===== src/rtl/display_pkg.sv =====
// Shared types and segment patterns for the multiplexed result display.
package display_pkg;

    // Segment order is {g,f,e,d,c,b,a}, active low.
    localparam logic [6:0] SEG_BLANK = 7'b111_1111;
    localparam logic [6:0] SEG_DASH  = 7'b011_1111;

    // One history entry: a recognised digit and whether the slot holds one.
    typedef struct packed {
        logic       valid;
        logic [3:0] value;
    } hist_slot_t;

    // Maps a classifier value to its segment pattern; anything above 9 is a dash.
    function automatic logic [6:0] seg_decode(input logic [3:0] digit);
        logic [6:0] pattern;
        case (digit)
            4'd0:    pattern = 7'b100_0000;
            4'd1:    pattern = 7'b111_1001;
            4'd2:    pattern = 7'b010_0100;
            4'd3:    pattern = 7'b011_0000;
            4'd4:    pattern = 7'b001_1001;
            4'd5:    pattern = 7'b001_0010;
            4'd6:    pattern = 7'b000_0010;
            4'd7:    pattern = 7'b111_1000;
            4'd8:    pattern = 7'b000_0000;
            4'd9:    pattern = 7'b001_0000;
            default: pattern = SEG_DASH;
        endcase
        return pattern;
    endfunction

endpackage


===== src/rtl/display_scan_timer.sv =====
// Digit scan timer: holds each digit for SCAN_DIV cycles and walks the
// scan index round the display, flagging digit advances and frame wraps.
module display_scan_timer #(
    parameter int SCAN_DIV   = 100000,
    parameter int NUM_DIGITS = 4,
    localparam int IDX_W     = $clog2(NUM_DIGITS)
) (
    input  logic             clk,
    input  logic             rst,
    output logic [IDX_W-1:0] scan_idx,
    output logic             digit_advance,
    output logic             frame_wrap
);

    localparam int PRE_W = $clog2(SCAN_DIV);

    logic [PRE_W-1:0] prescaler;

    assign digit_advance = (prescaler == PRE_W'(SCAN_DIV - 1));
    assign frame_wrap    = digit_advance && (scan_idx == IDX_W'(NUM_DIGITS - 1));

    // Prescaler and scan index; the index moves on each prescaler terminal count.
    always_ff @(posedge clk or posedge rst) begin
        // NOTE: sequential state uses non-blocking assignments so every register
        // samples pre-edge values regardless of statement order.
        if (rst) begin
            prescaler <= '0;
            scan_idx  <= '0;
        end else if (digit_advance) begin
            prescaler <= '0;
            scan_idx  <= frame_wrap ? '0 : scan_idx + 1'b1;
        end else begin
            prescaler <= prescaler + 1'b1;
        end
    end

endmodule


===== src/rtl/result_display_mux.sv =====
// Keeps a short history of classifier results and time-multiplexes it onto a
// common-anode multi-digit 7-segment display, newest result on digit 0, with a
// decimal-point flash on digit 0 marking a fresh result.
module result_display_mux
    import display_pkg::*;
#(
    parameter int NUM_DIGITS   = 4,
    parameter int SCAN_DIV     = 100000,
    parameter int FLASH_FRAMES = 250
) (
    input  logic                              clk,
    input  logic                              rst,
    input  logic                              result_valid,
    input  logic [3:0]                        result_digit,
    input  logic                              clear,
    output logic [6:0]                        seg,
    output logic [NUM_DIGITS-1:0]             an,
    output logic                              dp,
    output logic [$clog2(NUM_DIGITS+1)-1:0]   history_count
);

    localparam int IDX_W   = $clog2(NUM_DIGITS);
    localparam int CNT_W   = $clog2(NUM_DIGITS + 1);
    localparam int FLASH_W = $clog2(FLASH_FRAMES + 1);

    hist_slot_t         slots [NUM_DIGITS];
    logic [FLASH_W-1:0] flash_cnt;
    logic [IDX_W-1:0]   scan_idx;
    logic               digit_advance;
    logic               frame_wrap;

    logic [6:0]            seg_next;
    logic [NUM_DIGITS-1:0] an_next;
    logic                  dp_next;
    hist_slot_t            sel_slot;

    display_scan_timer #(
        .SCAN_DIV   (SCAN_DIV),
        .NUM_DIGITS (NUM_DIGITS)
    ) u_scan_timer (
        .clk           (clk),
        .rst           (rst),
        .scan_idx      (scan_idx),
        .digit_advance (digit_advance),
        .frame_wrap    (frame_wrap)
    );

    // History shift register; clear empties it first, so a simultaneous load
    // leaves only the new result in slot 0.
    always_ff @(posedge clk or posedge rst) begin
        // NOTE: the slot array is small and its valid bits must be known after
        // reset, so it is reset like ordinary registers rather than left as RAM.
        if (rst) begin
            for (int i = 0; i < NUM_DIGITS; i++) slots[i] <= '0;
            history_count <= '0;
        end else if (result_valid) begin
            slots[0] <= '{valid: 1'b1, value: result_digit};
            for (int i = 1; i < NUM_DIGITS; i++) slots[i] <= clear ? '0 : slots[i-1];
            if (clear)
                history_count <= CNT_W'(1);
            else if (history_count != CNT_W'(NUM_DIGITS))
                history_count <= history_count + 1'b1;
        end else if (clear) begin
            for (int i = 0; i < NUM_DIGITS; i++) slots[i] <= '0;
            history_count <= '0;
        end
    end

    // Flash counter: reloaded by each new result, counts frame wraps down to 0.
    always_ff @(posedge clk or posedge rst) begin
        if (rst)
            flash_cnt <= '0;
        else if (result_valid)
            flash_cnt <= FLASH_W'(FLASH_FRAMES);
        else if (clear)
            flash_cnt <= '0;
        else if (digit_advance && frame_wrap && flash_cnt != '0)
            flash_cnt <= flash_cnt - 1'b1;
    end

    // Decode the slot selected by the scan index into next-cycle display drive.
    always_comb begin
        // NOTE: every output of this block is given a default first so no path
        // leaves a value held over, which would infer a latch.
        seg_next = SEG_BLANK;
        an_next  = '1;
        dp_next  = 1'b1;
        sel_slot = slots[scan_idx];
        if (sel_slot.valid) seg_next = seg_decode(sel_slot.value);
        an_next = ~(NUM_DIGITS'(1) << scan_idx);
        if (scan_idx == '0 && flash_cnt != '0) dp_next = 1'b0;
    end

    // Output register so seg, an and dp always change together on one edge.
    always_ff @(posedge clk or posedge rst) begin
        if (rst) begin
            seg <= SEG_BLANK;
            an  <= '1;
            dp  <= 1'b1;
        end else begin
            seg <= seg_next;
            an  <= an_next;
            dp  <= dp_next;
        end
    end

endmodule


===== config.mk =====
export PLATFORM = sky130hd
export DESIGN_NAME = result_display_mux
export DESIGN_NICKNAME = d
export VERILOG_FILES = /design/src/rtl/display_pkg.sv /design/src/rtl/display_scan_timer.sv /design/src/rtl/result_display_mux.sv
export SDC_FILE = /design/constraint.sdc
export NUM_CORES = 1
export LEC_CHECK = 0
export ABC_AREA = 1
export CAP_MARGIN = 20
export CORE_MARGIN = 2
export CORE_UTILIZATION = 30
export DETAILED_ROUTE_END_ITERATION = 6
export PLACE_DENSITY = 0.43
export SYNTH_ARGS = -nofsm -noshare
export SYNTH_HDL_FRONTEND = slang
export SYNTH_SLANG_ARGS = --single-unit

===== constraint.sdc =====
create_clock -name clk -period 5.3 [get_ports clk]
set_input_delay 0.53 -clock clk [delete_from_list [all_inputs] [get_ports clk]]
set_output_delay 0.53 -clock clk [all_outputs]
set_load 0.02 [all_outputs]

==> run metrics <==
CTS buffer count 9; Post-Syn Area per Cell 8.23 µm²; Fmax 0.484 GHz; initial drt markers 166; Peak VDD IR 0.104 mV; Ports 23; Slew @ Worst Pin about 0.81 ns; MaxCap Viol Count 0; Core Rows 38; simple-gate share of the synthesized area 0.257; number of distinct library cells after synthesis 33; Placed Area 0.00363 mm²; crit-path max cell delay about 0.67 ns; CTS tree yes; Crit Path Category register to register; post-route ant nets 0; register area 0.00157 mm²; Layout area overhead 17.2%; chip height 108 µm; GRT Resource Usage Total 0.136; later-pin clock latency in the skew report roughly 0.36 ns; Cells after Synth about 400; syn_nets roughly 420; compound-cell area share of the yosys netlist 0.0934; Vias 2,543; H-tree depth 3; Core Area roughly 0.011 mm²; design area 0.00383 mm²; CTS Hold Buffers Added 0; Fin. Hold Viols 0; Post-Route WL 7060 µm; RSZ-0062 raised after global routing no; wire per inst 12.4 µm; Worst EP required between 5 and 6 ns; Cell Pwr Density 279 mW/mm²; register area share after synthesis 0.479; DIE WIDTH 108 µm; largest net degree at the start of global routing between 60 and 70; Ant. Diodes 0; Multi-input gate area 0.00140 mm²; setup TNS 0 ns; DIE AREA 0.0117 mm²; fillers 1,172; IO buf count 22; Slowest-stage cell, CP dfrtp_1; CP most frequent cell nand2_1; vias in the first global route 2,468; Lkg Pwr 1.83 nW; Synth Area in Adders 0.0536; status complete, no violations; yosys warns 0; CP arrival 2.34 ns; CP cell instances inv_2 > nand2_1 > nand3_1 > nand2_1 > inv_1 > ha_1 > or2_2 > nand2_1 > o21ai_0; crit-path max FO 17; Final Wtd Congestion 0.774; global-route wire length before repair 12,100 µm; Cell Area, Synth 0.00327 mm²; detailed-route DRC error count 0; Synth Area in XOR/XNOR 0.0241; DP HPWL 4970 µm; post-route minimum period 2.07 ns; via density per instance 4.46; clock net sink count 62; Overflow after GRT 0; post_cts resized 0; Final Net Count 447; max-slew violations 0; post-synthesis mux area share 0; Worst Skew between 0.01 and 0.015 ns; postcts setup bufs 0; final critical-path share of the clock period 0.390; Worst Setup End Kind register; initial antenna violation count 0; share of cells above drive strength 1 0.123; Worst slew margin 0.463; Hold WC Path Type register to register; Starting Density 0.304; CTS root buffer clkbuf_8; Yosys reg bits 62; final setup violating endpoints 0; Clock transition at path regs 0.07 ns; crit start category register; largest family of logic cells by synthesized area simple AND/OR/NAND/NOR gates; maximum clock path buffer count 2; DR pass1 iterations 4
-- worst paths after layout --
| kind | start | to | slack [ns] | depth (start not counted) |
|---|---|---|---|---|
| worst min register to register | slots[3] | slots[3] | 0.49 | 2 |
| max in group asynchronous | rst | u_scan_timer.prescaler[6] | 4.04 | 3 |
| worst max register to register | u_scan_timer.scan_idx[0] | seg[6] | 3.23 | 9 |
| worst min-delay path | slots[3] | slots[3] | 0.49 | 2 |
| min in group asynchronous | rst | u_scan_timer.prescaler[9] | 0.74 | 3 |
| worst max-delay path | u_scan_timer.scan_idx[0] | seg[6] | 3.23 | 9 |
-- final cells by class --
cell class                      instances  area share
Sequential cell                        62       0.409
Multi-Input combinational cell        259       0.365
Inverter                               70      0.0686
Timing Repair Buffer                   23      0.0594
Tap cell                              140      0.0457
Clock buffer                           11      0.0369
Clock inverter                          5      0.0153
-- through the flow --
step	instances	util	hold WS, ns	total power, mW	setup slack (ns)
after floorplan	397	-	0.448	0.607	3.25
after global placement	554	0.338	0.470	0.652	3.07
after detailed placement	554	0.338	0.476	0.652	2.97
after CTS	570	0.357	0.494	1.09	3.22
after global routing	570	0.357	0.513	1.13	3.04
final	570	0.357	0.493	1.07	3.23
-- synth_stat cells, drive strengths merged --
cell	instances	area, µm²
nor3	7	40.0
nand3b	1	7.51
clkbuf	1	3.75
nand4	5	31.3
o211ai	1	7.51
buf	5	36.3
nor4	1	6.26
o21bai	2	15.0
ha	14	175
a21boi	1	11.3
nand3	37	198
o22ai	8	50.1
a211oi	1	7.51
dfrtp	50	1250
a21oi	11	55.1
dfstp	12	315
xor2	9	78.8
nand2	98	400
o21ai	30	150
inv	70	263
nor2	31	150
a22o	1	8.76
or2	1	6.26
-- critical path, delay by kind of cell, from the launching register on --
kind,cells,cell delay [ns]
AO/OA/AOI/OAI,1,0.07
adder cells (fa/ha/maj),1,0.19
buffers and inverters,2,0.31
flip-flops,1,0.67
AND/OR/NAND/NOR,5,0.75
-- cells in the final DEF (no fill, tap or decap), types with 3 or more instances in the layout --
cell type,Yosys,routed
clkdlybuf4s50_1,0,22
ha_1,14,14
inv_1,63,62
nand3_1,36,36
dfstp_2,12,12
xor2_1,9,9
o21ai_0,30,30
inv_2,7,8
dfrtp_1,50,50
nor2_2,4,4
o22ai_1,8,8
nand2_2,4,4
nor2_1,25,25
nand2_1,91,91
clkbuf_8,0,10
nand2_4,3,3
a21oi_1,11,11
nor3_1,6,6
nand4_1,5,5
-- power by group --
group	internal, mW	switching [mW]
clock network	0.230	0.198
logic	0.0486	0.0779
registers	0.500	0.0143
total	0.779	0.290
-- cells by family after synthesis --
| logic type | after synthesis |
|---|---|
| buffers and inverters | 76 |
| xor gates and xnor gates | 9 |
| and+or+nand+nor | 181 |
| AOI/OAI and AO/OA | 55 |
| DFF | 62 |
| adders and majority gates | 14 |
-- sequential cells by signal (all words and copies together), names as in the netlist --
signal                  cells
slots                      20
u_scan_timer.prescaler     17
flash_cnt                   8
seg                         7
an                          4
history_count               3
u_scan_timer.scan_idx       2
dp                          1
-- per-layer routing --
metal | track usage | share of wire
met5 | 0 | 0
met4 | 0.0577 | 0.019
met3 | 0.0422 | 0.042
met2 | 0.193 | 0.43
met1 | 0.189 | 0.51
Power figures use the tool's default switching activity.
